--- config.mk ---
export PLATFORM = sky130hd
export DESIGN_NAME = despacho_ascensor
export DESIGN_NICKNAME = d
export VERILOG_FILES = /design/src/rtl/despacho_ascensor.sv
export SDC_FILE = /design/constraint.sdc
export NUM_CORES = 1
export LEC_CHECK = 0
export CORE_ASPECT_RATIO = 1.1
export CORE_MARGIN = 2
export CORE_UTILIZATION = 45
export CTS_BUF_LIST = sky130_fd_sc_hd__clkbuf_16
export CTS_CLUSTER_SIZE = 40
export DETAILED_ROUTE_END_ITERATION = 12
export HOLD_SLACK_MARGIN = 0.15
export PLACE_DENSITY = 0.66
export SKIP_CTS_REPAIR_TIMING = 1
export SYNTH_ARGS = -nofsm -noshare
export SYNTH_HDL_FRONTEND = slang
export SYNTH_SLANG_ARGS = --single-unit
--- constraint.sdc ---
create_clock -name clk -period 4.05 [get_ports clk]
set_input_delay 0.6075 -clock clk [delete_from_list [all_inputs] [get_ports clk]]
set_output_delay 0.6075 -clock clk [all_outputs]
set_load 0.01 [all_outputs]
--- src/rtl/despacho_ascensor.sv ---
// Elevator dispatch controller: latches floor requests, follows the car position
// from the floor-change pulse, sweeps with a SCAN policy and holds a door dwell.
module despacho_ascensor #(
  parameter int N_PISOS  = 10,
  parameter int T_PUERTA = 8,
  localparam int W = (N_PISOS > 1) ? $clog2(N_PISOS) : 1
) (
  input  logic               clk,
  input  logic               rst_n,
  input  logic [N_PISOS-1:0] solicitudes,
  input  logic               cambio_piso,
  input  logic               esperar,
  output logic [1:0]         motor,
  output logic [W-1:0]       piso_actual,
  output logic               direccion,
  output logic [1:0]         estado,
  output logic [N_PISOS-1:0] atendido
);

  localparam int CW = (T_PUERTA > 1) ? $clog2(T_PUERTA) : 1;
  localparam logic [W-1:0]  PISO_TOP  = W'(N_PISOS - 1);
  localparam logic [CW-1:0] CNT_CARGA = CW'(T_PUERTA - 1);

  typedef enum logic [1:0] {
    REPOSO   = 2'b00,
    SUBIENDO = 2'b01,
    BAJANDO  = 2'b10,
    PARADA   = 2'b11
  } estado_t;

  estado_t             est_r, est_s;
  logic [W-1:0]        piso_r, piso_s;
  logic                dir_r, dir_s;
  logic [CW-1:0]       cnt_r, cnt_s;
  logic [N_PISOS-1:0]  pend_r, pend_s;
  logic [N_PISOS-1:0]  aten_r, aten_s;
  logic [1:0]          motor_r, motor_s;

  logic [N_PISOS-1:0]  nxt_s, mask_serv_s, mask_drop_s;
  logic [W-1:0]        piso_sube_s, piso_baja_s, f_serv_s;
  logic                arriba_s, abajo_s, hay_arriba_sube_s, hay_abajo_baja_s;
  logic                servir_s, drop_s;

  // Request visibility and look-ahead relative to the current and next floor
  always_comb begin
    nxt_s             = pend_r | solicitudes;
    piso_sube_s       = (piso_r == PISO_TOP) ? piso_r : piso_r + W'(1);
    piso_baja_s       = (piso_r == W'(0)) ? piso_r : piso_r - W'(1);
    arriba_s          = 1'b0;
    abajo_s           = 1'b0;
    hay_arriba_sube_s = 1'b0;
    hay_abajo_baja_s  = 1'b0;
    for (int i = 0; i < N_PISOS; i++) begin
      if (nxt_s[i] && (i > int'(piso_r)))      arriba_s          = 1'b1;
      if (nxt_s[i] && (i < int'(piso_r)))      abajo_s           = 1'b1;
      if (nxt_s[i] && (i > int'(piso_sube_s))) hay_arriba_sube_s = 1'b1;
      if (nxt_s[i] && (i < int'(piso_baja_s))) hay_abajo_baja_s  = 1'b1;
    end
  end

  // Next-state, position, direction and dwell counter decisions
  always_comb begin
    est_s    = est_r;
    piso_s   = piso_r;
    dir_s    = dir_r;
    cnt_s    = cnt_r;
    servir_s = 1'b0;
    drop_s   = 1'b0;
    f_serv_s = piso_r;
    case (est_r)
      REPOSO: begin
        if (nxt_s[piso_r]) begin
          est_s    = PARADA;
          servir_s = 1'b1;
        end else if (arriba_s && (dir_r || !abajo_s)) begin
          est_s = SUBIENDO;
          dir_s = 1'b1;
        end else if (abajo_s) begin
          est_s = BAJANDO;
          dir_s = 1'b0;
        end else begin
          est_s = REPOSO;
        end
      end
      SUBIENDO: begin
        if (cambio_piso) begin
          piso_s = piso_sube_s;
          if (nxt_s[piso_sube_s] || (piso_sube_s == PISO_TOP) || !hay_arriba_sube_s) begin
            est_s    = PARADA;
            servir_s = 1'b1;
            f_serv_s = piso_sube_s;
          end else begin
            est_s = SUBIENDO;
          end
        end else begin
          est_s = SUBIENDO;
        end
      end
      BAJANDO: begin
        if (cambio_piso) begin
          piso_s = piso_baja_s;
          if (nxt_s[piso_baja_s] || (piso_baja_s == W'(0)) || !hay_abajo_baja_s) begin
            est_s    = PARADA;
            servir_s = 1'b1;
            f_serv_s = piso_baja_s;
          end else begin
            est_s = BAJANDO;
          end
        end else begin
          est_s = BAJANDO;
        end
      end
      PARADA: begin
        // A call for the floor the car is standing at only keeps the door open
        drop_s = 1'b1;
        if (solicitudes[piso_r]) begin
          cnt_s = CNT_CARGA;
        end else if (esperar) begin
          cnt_s = cnt_r;
        end else if (cnt_r != CW'(0)) begin
          cnt_s = cnt_r - CW'(1);
        end else begin
          est_s = REPOSO;
        end
      end
      default: begin
        est_s = REPOSO;
      end
    endcase
    if (servir_s) begin
      cnt_s = CNT_CARGA;
    end else begin
      cnt_s = cnt_s;
    end
  end

  // Served/dropped masks, pending update, lamp-clear pulse and motor command
  always_comb begin
    mask_serv_s = servir_s ? (N_PISOS'(1) << f_serv_s) : '0;
    mask_drop_s = drop_s ? (N_PISOS'(1) << piso_r) : '0;
    pend_s      = nxt_s & ~mask_serv_s & ~mask_drop_s;
    aten_s      = mask_serv_s & nxt_s;
    case (est_s)
      SUBIENDO: motor_s = 2'b01;
      BAJANDO:  motor_s = 2'b10;
      default:  motor_s = 2'b00;
    endcase
  end

  // State and output registers
  always_ff @(posedge clk or negedge rst_n) begin
    if (!rst_n) begin
      est_r   <= REPOSO;
      piso_r  <= '0;
      dir_r   <= 1'b1;
      cnt_r   <= '0;
      pend_r  <= '0;
      aten_r  <= '0;
      motor_r <= 2'b00;
    end else begin
      est_r   <= est_s;
      piso_r  <= piso_s;
      dir_r   <= dir_s;
      cnt_r   <= cnt_s;
      pend_r  <= pend_s;
      aten_r  <= aten_s;
      motor_r <= motor_s;
    end
  end

  assign motor       = motor_r;
  assign piso_actual = piso_r;
  assign direccion   = dir_r;
  assign estado      = est_r;
  assign atendido    = aten_r;

endmodule

* Word-level counts from Yosys, hierarchy flattened
Index checks and enable logic that the tools add are counted.
** Word-level totals
- Word-level logic and storage cells :: 212
- Input port bits :: 14
- Output and inout bits :: 19
- Register bits :: 32
** Operators by class
- $add $sub $neg :: 3
- Eq/ne operators :: 10
- Shift operators :: 2
- Reductions and logical operators :: 58
- Muxes and demuxes :: 84
- Bitwise logic cells :: 7
- $lt $le $gt $ge :: 41
** Operator list (number)
- 1-bit 2-to-1 mux :: 51
- 1-bit logical AND :: 39
- 3-bit by 4-bit > comparator with 1-bit output, first input constant :: 8
- 3-bit by 4-bit < comparator with 1-bit output, first input constant :: 8
- 4-bit 2-to-1 mux :: 8
- 10-bit bitwise AND :: 3
- 10-bit 2-to-1 mux :: 2
- 10-bit inverter :: 2
- 1-bit by 4-bit left shift with 10-bit output, first input constant :: 2
- 2-bit 2-to-1 mux :: 9
- 1-bit binary-select mux with 4-bit select :: 4
- 2-bit by 4-bit > comparator with 1-bit output, first input constant :: 4
- 4-bit > comparator, first input constant :: 4
- 1-bit by 4-bit < comparator with 1-bit output, first input constant :: 4
- 2-bit by 4-bit < comparator with 1-bit output, first input constant :: 4
- 4-bit < comparator, first input constant :: 4
- 4-bit one-hot mux with 2 select lines :: 2
- 4-bit by 5-bit < comparator with 1-bit output, second input constant :: 3
- 3-bit 2-to-1 mux :: 5
- 10-bit OR :: 1
- 3-bit AND reduction :: 3
- 4-bit == test, second input constant :: 2
- 1-bit by 4-bit > comparator with 1-bit output, first input constant :: 2
- 4-bit logical NOT :: 2
- other kinds (16) :: 29

* Depth between registers and ports, before layout
Gate-level depths: netlist of the first run.
- Depth after elaboration :: 24
- Mapped depth :: 14
- Depth with buffers taken out :: 12

* Worst setup path after synthesis of the first run
Ideal clock, no wire load.
- Path type :: register -> register
- Start :: register piso_r[1], in the netlist piso_actual[1]
- End :: register aten_r[5], in the netlist atendido[5]
- Period minus slack after synthesis :: 3.740 ns
- Stages on the path, launching flop included :: 13
- Required time :: 3.970 ns
- Setup slack :: 0.310 ns
- Library setup time :: 0.080 ns
- Path buffers :: 1
- Data arrival time :: 3.659 ns
- Cells stage by stage :: dfrtp_1 > buf_4 > inv_1 > ha_1 > nor3b_4 > mux2i_1 > inv_1 > o221a_2 > o31a_2 > a21bo_1 > a222oi_1 > or3b_4 > nor3_2
** On the way
- Longest elaborated chain between the ends :: 22
- Elaborated cells between the ends (all ways) :: 91
- Classes of those cells :: add/sub: 2; order compare: 19; eq/ne: 2; shift: 1; mux: 39; bitwise: 1; reduce/logical: 27
** RTL lines
- start: declaration :: line 32 : logic [W-1:0] piso_r, piso_s;
- start signal: assignment :: line 162 : piso_r <= piso_s;
- 4-bit by 1-bit subtractor with 4-bit output / 4-bit logical NOT (equally long branches) :: line 48 : piso_baja_s = (piso_r == W'(0)) ? piso_r : piso_r - W'(1);
- 4-bit 2-to-1 mux :: line 48
- 1-bit by 4-bit < comparator with 1-bit output :: line 57 : if (nxt_s[i] && (i < int'(piso_baja_s))) hay_abajo_baja_s = 1'b1;
- 1-bit logical AND :: line 57
- 1-bit 2-to-1 mux (10 in a row) :: line 57
- 1-bit logical NOT :: line 102 : if (nxt_s[piso_baja_s] || (piso_baja_s == W'(0)) || !hay_abajo_baja_s) begin
- 1-bit logical OR :: line 102
- 4-bit 2-to-1 mux :: line 102
- 4-bit 2-to-1 mux :: line 100 : if (cambio_piso) begin
- 4-bit one-hot mux with 2 select lines :: line 70 : case (est_r)
- 1-bit by 4-bit left shift with 10-bit output :: line 139 : mask_serv_s = servir_s ? (N_PISOS'(1) << f_serv_s) : '0;
- 10-bit 2-to-1 mux * :: line 139
- 10-bit bitwise AND * :: line 142 : aten_s = mask_serv_s & nxt_s;
- via aten_s[5] :: line 36 : logic [N_PISOS-1:0] aten_r, aten_s;
- end signal: assignment :: line 166 : aten_r <= aten_s;
- end: declaration :: line 36
The timed path passes the listed nets; every way through them passes the cells marked *. The select of a mux whose other input is x is not followed.
A chain may end at the register's enable or synchronous reset.

* Final worst setup path of the first run
- Start :: register piso_r[0], in the netlist piso_actual[0]
- End :: register aten_r[5], in the netlist atendido[5]
The elaborated chain is that of the path after synthesis.

==> results.json, run 1 <==
{
  "outcome": "completed",
  "ioPinCount": 33,
  "grt_pass1_vias": 2925,
  "drive_above_1_share": 0.146,
  "multiInputGateArea_sq_um": 1920,
  "wl_um": 9990,
  "met2_usage": 0.467,
  "fin_crit_sh": 0.949,
  "synth_commonest_cells": "33 x nor2_1, 31 x a21oi_1, 31 x dfrtp_1, 31 x o21ai_0, 30 x nand2_1",
  "worst_pin_slew_ns": 0.866,
  "io_buffers": 32,
  "tns_ns": 0,
  "ctsRootBufferMaster": "clkbuf_16",
  "fp.dieH_um": 88.0,
  "cap_viol_max_count": 0,
  "end_kind": "flip-flop",
  "yosysMostFrequentCell": "nor2_1",
  "post_dp_cell_area_sq_um": 3430,
  "yosysTopAreaCellShare": 0.269,
  "grt_usage": 0.298,
  "vias": 3113,
  "firstDrtPassIters": 6,
  "cp_data_arrival_time_ns": 4.04,
  "initial_core_util": 0.466,
  "slew_headroom": 0.408,
  "gp_congestion": 1.07,
  "period_minus_slack_ns": 3.84,
  "num-fill-cells": 578,
  "drt_iter0_drc": 313,
  "synthDistinctLibCells": 67,
  "cts_buffer_depth": 2,
  "p_sw_frac": 0.500,
  "worstSetupPathType": "flip-flop to flip-flop",
  "start_kind": "flip-flop",
  "use_met3": 0.0577,
  "top_usage_layer": "met2",
  "ir_worst_vdd_uv": 461,
  "fmax_ghz": 0.260,
  "gr-total-overflow": 0,
  "route.detailed.drc": 0,
  "synth-seq-area-share": 0.278,
  "placeableCoreArea_sq_um": 6190,
  "finalMaxSlewViolations": 0,
  "grt_pass1_wl_um": 15900,
  "switching_power_mw": 1.67,
  "via_per_inst": 6.35,
  "cts_tree": "built",
  "power_frac_seq": 0.158,
  "die_w_um": 80.3,
  "rows": 30,
  "pwr-share-clk": 0.131,
  "synth_edf_count": 0,
  "wl_per_cell_um": 20.4,
  "synthArstFlopShare": 1.00,
  "syn2layout_area_growth_pct": 24.9,
  "synth_flop_cell": "dfrtp_1",
  "timing.final.hold_violations": 0,
  "cp_max_fo": 7,
  "syn_nets": 386,
  "ant_nets": 0,
  "synth.area.top_cells": "dfrtp_1 27%, ha_1 5.6%, a21oi_1 5.4%, o21ai_0 5.4%, nor2_1 4.3%",
  "rsz0062_at_grt": "false",
  "die_area_sq_um": 7070,
  "fin_nets": 436,
  "power_density_nw_per_um2": 929,
  "design_area_sq_um": 3600,
  "synth_area_leader_cell": "dfrtp_1",
  "setup_viol": 0,
  "dp_hpwl_um": 7690,
  "yosysWarnings": 0,
  "clkSlewWorstSetupHoldPaths_ns": 0.06,
  "diodes": 0,
  "synth.cell_area_sq_um": 2880,
  "cts_sinks": 32,
  "required_ns": 4.25,
  "fin_skew_ns": 0.0108,
  "comb_power_share": 0.711,
  "avgSynthCellArea_sq_um": 8.03,
  "htreeDepth": 2,
  "ys_seq_elements": 32,
  "grt_max_degree": 33,
  "regArea_sq_um": 802,
  "p_leak_nw": 1.41,
  "use_met1": 0.400,
  "intPower_mw": 1.67,
  "hp-class": "flip-flop to flip-flop",
  "cts_buffers": 5,
  "clock_latency_ns": 0.28,
  "antenna_found_initial": 0,
  "syn_inst": 359
}
==> layer usage <==
layer,wire (um),share of wire
met5,0,0
met4,349,0.035
met3,940,0.094
met2,4540,0.45
met1,4160,0.42
==> final cells by class <==
| cell class | instances | share of cell area |
|---|---|---|
| multi-input cells | 291 | 0.533 |
| repair buffers | 59 | 0.149 |
| clock buffers | 5 | 0.0347 |
| clock inverters | 3 | 0.0118 |
| well taps | 80 | 0.0278 |
| flip-flops and latches | 32 | 0.223 |
| inverters | 20 | 0.0208 |
==> cell families after synthesis <==
logic type | Yosys count | synth area share
DFF | 32 | 0.278
adders and majority gates | 14 | 0.0599
buffers and inverters | 36 | 0.0577
and+or+nand+nor | 139 | 0.262
muxes | 10 | 0.0486
xor gates and xnor gates | 3 | 0.00911
AOI/OAI and AO/OA | 125 | 0.284
==> per-stage QoR <==
step	worst slack [ns]	instances	hold WS, ns	total power [mW]	utilization
2_1_floorplan	0.310	359	0.312	2.07	-
4_1_cts	0.200	490	0.530	3.28	0.581
3_5_place_dp	0.213	482	0.516	2.83	0.554
6_report	0.206	490	0.525	3.34	0.581
5_1_grt	0.0177	490	0.564	3.58	0.581
3_3_place_gp	0.259	482	0.499	2.85	0.554
==> cells in the final DEF (no fill, tap or decap), types with 3 or more instances in the layout <==
| cell type | instances |
|---|---|
| nor2_1 | 33 |
| clkdlybuf4s50_1 | 32 |
| a21oi_1 | 31 |
| dfrtp_1 | 31 |
| nand2_1 | 30 |
| o21ai_0 | 30 |
| buf_4 | 26 |
| inv_1 | 19 |
| nor3_1 | 19 |
| ha_1 | 13 |
| nand2b_1 | 10 |
| o22ai_1 | 10 |
| or2_2 | 6 |
| a31oi_1 | 6 |
| nor3b_1 | 6 |
| nor2b_1 | 5 |
| a211oi_1 | 5 |
| mux2i_1 | 5 |
| clkbuf_16 | 5 |
| a2111oi_0 | 4 |
| o211ai_1 | 4 |
| and2_1 | 4 |
| a22o_1 | 4 |
| nor3_2 | 4 |
| nor4_1 | 3 |
| o221ai_1 | 3 |
| mux4_2 | 3 |
| or2_1 | 3 |
| a221oi_1 | 3 |
| nand3_1 | 3 |
==> power groups by stage <==
stage | combinational (mW) | clock [mW] | sequential (mW)
2_1_floorplan | 1.53 | 0 | 0.543
3_3_place_gp | 2.32 | 0 | 0.528
3_5_place_dp | 2.30 | 0 | 0.529
4_1_cts | 2.31 | 0.442 | 0.525
5_1_grt | 2.59 | 0.452 | 0.542
6_report | 2.38 | 0.438 | 0.527
==> worst paths after layout <==
path                                            startpoint                          to  slack, ns  cells past startpoint
worst max-delay path            piso_actual[0]$_DFFE_PN0P_       atendido[5]$_DFF_PN0_       0.21                     12
worst min-delay path                  cnt_r[2]$_DFFE_PN0P_        cnt_r[2]$_DFFE_PN0P_       0.52                      2
worst max register to register  piso_actual[0]$_DFFE_PN0P_       atendido[5]$_DFF_PN0_       0.21                     12
worst min register to register        cnt_r[2]$_DFFE_PN0P_        cnt_r[2]$_DFFE_PN0P_       0.52                      2
max in group asynchronous                            rst_n       direccion$_DFFE_PN1P_       3.00                      2
min in group asynchronous                            rst_n  piso_actual[0]$_DFFE_PN0P_       0.71                      2
==> critical path, stage by stage, from the launching register on <==
cell and delay, ns:
dfrtp_1 0.42, inv_2 0.07, ha_1 0.33, or3b_1 0.53, nor2_4 0.17, a21oi_2 0.09, o221ai_1 0.16, o21ai_0 0.11
o31a_2 0.43, a21bo_1 0.22, a222oi_1 0.54, or3b_4 0.50, nor3_2 0.16
==> flip-flops by register name, indices dropped and copies added, names as in the netlist <==
signal / flops
atendido: 10
pend_r: 10
piso_actual: 4
cnt_r: 3
estado: 2
motor: 2
direccion: 1
(Power assumes the default switching activity.)
==> inputs of run 2 (changes only) <==
- GPL_ROUTABILITY_DRIVEN: not set -> 0
- TNS_END_PERCENT: not set -> 30
==> results.json, run 2 (synthesis gave the netlist of run 1 again) <==
{
  "outcome": "completed",
  "ioPinCount": 33,
  "syn2layout_area_growth_pct": 23.8,
  "ant_nets": 0,
  "ir_worst_vdd_uv": 685,
  "ctsRootBufferMaster": "clkbuf_16",
  "fin_crit_sh": 0.947,
  "wl_per_cell_um": 19.1,
  "tns_ns": 0,
  "grt_pass1_wl_um": 15100,
  "grt_max_degree": 33,
  "diodes": 0,
  "initial_core_util": 0.466,
  "clkSlewWorstSetupHoldPaths_ns": 0.05,
  "timing.final.hold_violations": 0,
  "cts_buffers": 5,
  "cp.depth": 12,
  "htreeDepth": 2,
  "io_buffers": 32,
  "critical_path.top_delay_family": "compound AO/OA/AOI/OAI gates",
  "grt_usage": 0.280,
  "pre_cts_ws_ns": 0.218,
  "wl_met2_um": 4250,
  "top_layer_used": "met4",
  "fin_skew_ns": 0.00517,
  "slew_headroom": 0.390,
  "die_w_um": 80.3,
  "rows": 30,
  "setup_viol": 0,
  "fin_nets": 431,
  "wl_um": 9280,
  "dp_hpwl_um": 6920,
  "cts_tree": "built",
  "cp_slowest_cell": "a222oi_1",
  "antenna_found_initial": 0,
  "cap_viol_max_count": 0,
  "fp.dieH_um": 88.0,
  "rrSetupSlack_ns": 0.22,
  "drt_iter0_drc": 475,
  "hold_start": "cnt_r[1]$_DFFE_PN0P_",
  "dpl.cell_count": 477,
  "met1_length_um": 3810,
  "hp-class": "flip-flop to flip-flop",
  "wl_met3_um": 928,
  "hold_path_end": "cnt_r[1]$_DFFE_PN0P_",
  "die_area_sq_um": 7070,
  "rr_startpoint": "piso_actual[0]$_DFFE_PN0P_",
  "power_density_nw_per_um2": 916,
  "cp_cell_sequence": "inv_2 > ha_1 > nor3b_4 > mux2i_1 > nand4_1 > a31oi_1 > o211ai_1 > o31a_2 > a21bo_1 > a222oi_1 > or3b_4 > nor3_2",
  "cts_buffer_depth": 2,
  "r2r_cells": 12,
  "end_kind": "flip-flop",
  "worstSetupPathType": "flip-flop to flip-flop",
  "slowest_delay_ns": 0.52,
  "worst_pin_slew_ns": 0.892,
  "rsz0062_at_grt": "false",
  "r2r-end": "atendido[6]$_DFF_PN0_",
  "route.detailed.drc": 0,
  "hold_path_depth": 2,
  "via_per_inst": 6.53,
  "firstDrtPassIters": 6,
  "finalMaxSlewViolations": 0,
  "p_leak_nw": 1.39,
  "layout.cells.non_filler": 485,
  "period_minus_slack_ns": 3.83,
  "vias": 3167,
  "fmax_ghz": 0.261,
  "post_dp_cell_area_sq_um": 3390,
  "grt_pass1_vias": 2922,
  "critical_path_buf_inv_count": 1,
  "design_area_sq_um": 3570,
  "cp_data_arrival_time_ns": 4.02,
  "clock_latency_ns": 0.28,
  "cp_max_fo": 7,
  "start_kind": "flip-flop",
  "required_ns": 4.24,
  "setup_slack_ns": 0.217,
  "final_common_cell": "nor2_1",
  "cts_sinks": 32,
  "final_cell_mix": "33 x nor2_1, 32 x clkdlybuf4s50_1, 31 x o21ai_0, 31 x a21oi_1, 31 x dfrtp_1",
  "gr-total-overflow": 0,
  "placeableCoreArea_sq_um": 6190,
  "drive_above_1_share": 0.138
}
run 2: worst register-to-register path, delay by kind of cell (launching register included):
kind / cells / cell delay (ns)
and+or+nand+nor: 4 / 1.11
AOI/OAI and AO/OA: 5 / 1.44
adders and majority gates: 1 / 0.33
buffers and inverters: 1 / 0.07
DFF: 1 / 0.42
muxes: 1 / 0.38
run 2: worst max path at each step:
stage,slack [ns],end,startpoint
after floorplan,0.31,atendido[5]$_DFF_PN0_,piso_actual[1]$_DFFE_PN0P_
after global placement,0.33,atendido[7]$_DFF_PN0_,solicitudes[4]
after detailed placement,0.22,atendido[6]$_DFF_PN0_,solicitudes[4]
after CTS,0.23,atendido[6]$_DFF_PN0_,piso_actual[0]$_DFFE_PN0P_
after global routing,0.03,atendido[6]$_DFF_PN0_,piso_actual[0]$_DFFE_PN0P_
final,0.22,atendido[6]$_DFF_PN0_,piso_actual[0]$_DFFE_PN0P_
run 2: cell type report:
cell class | count | area (sq um)
Clock buffer | 5 | 125
Clock inverter | 3 | 42.5
Fill cell | 557 | 2620
Inverter | 20 | 75.1
Multi-Input combinational cell | 291 | 1930
Sequential cell | 32 | 802
Tap cell | 80 | 100
Timing Repair Buffer | 54 | 498
run 2: routing by layer:
metal  global-route usage  vias to the layer above
met5                    0                        -
met2                0.440                      228
met4                0.100                        0
met3               0.0577                       37
li1                     -                     1433
met1                0.382                     1469
run 2: power by group:
| group | switching, mW | leakage, nW | internal, mW |
|---|---|---|---|
| Clock | 0.133 | 0.0798 | 0.288 |
| Combinational | 1.39 | 0.938 | 0.924 |
| Sequential | 0.108 | 0.368 | 0.431 |
run 2: metrics by stage:
stage          total power, mW  hold slack [ns]   util
2_1_floorplan             2.07            0.312      -
3_3_place_gp              2.75            0.503  0.547
3_5_place_dp              2.76            0.504  0.547
4_1_cts                   3.20            0.517  0.575
5_1_grt                   3.50            0.545  0.576
6_report                  3.27            0.511  0.576
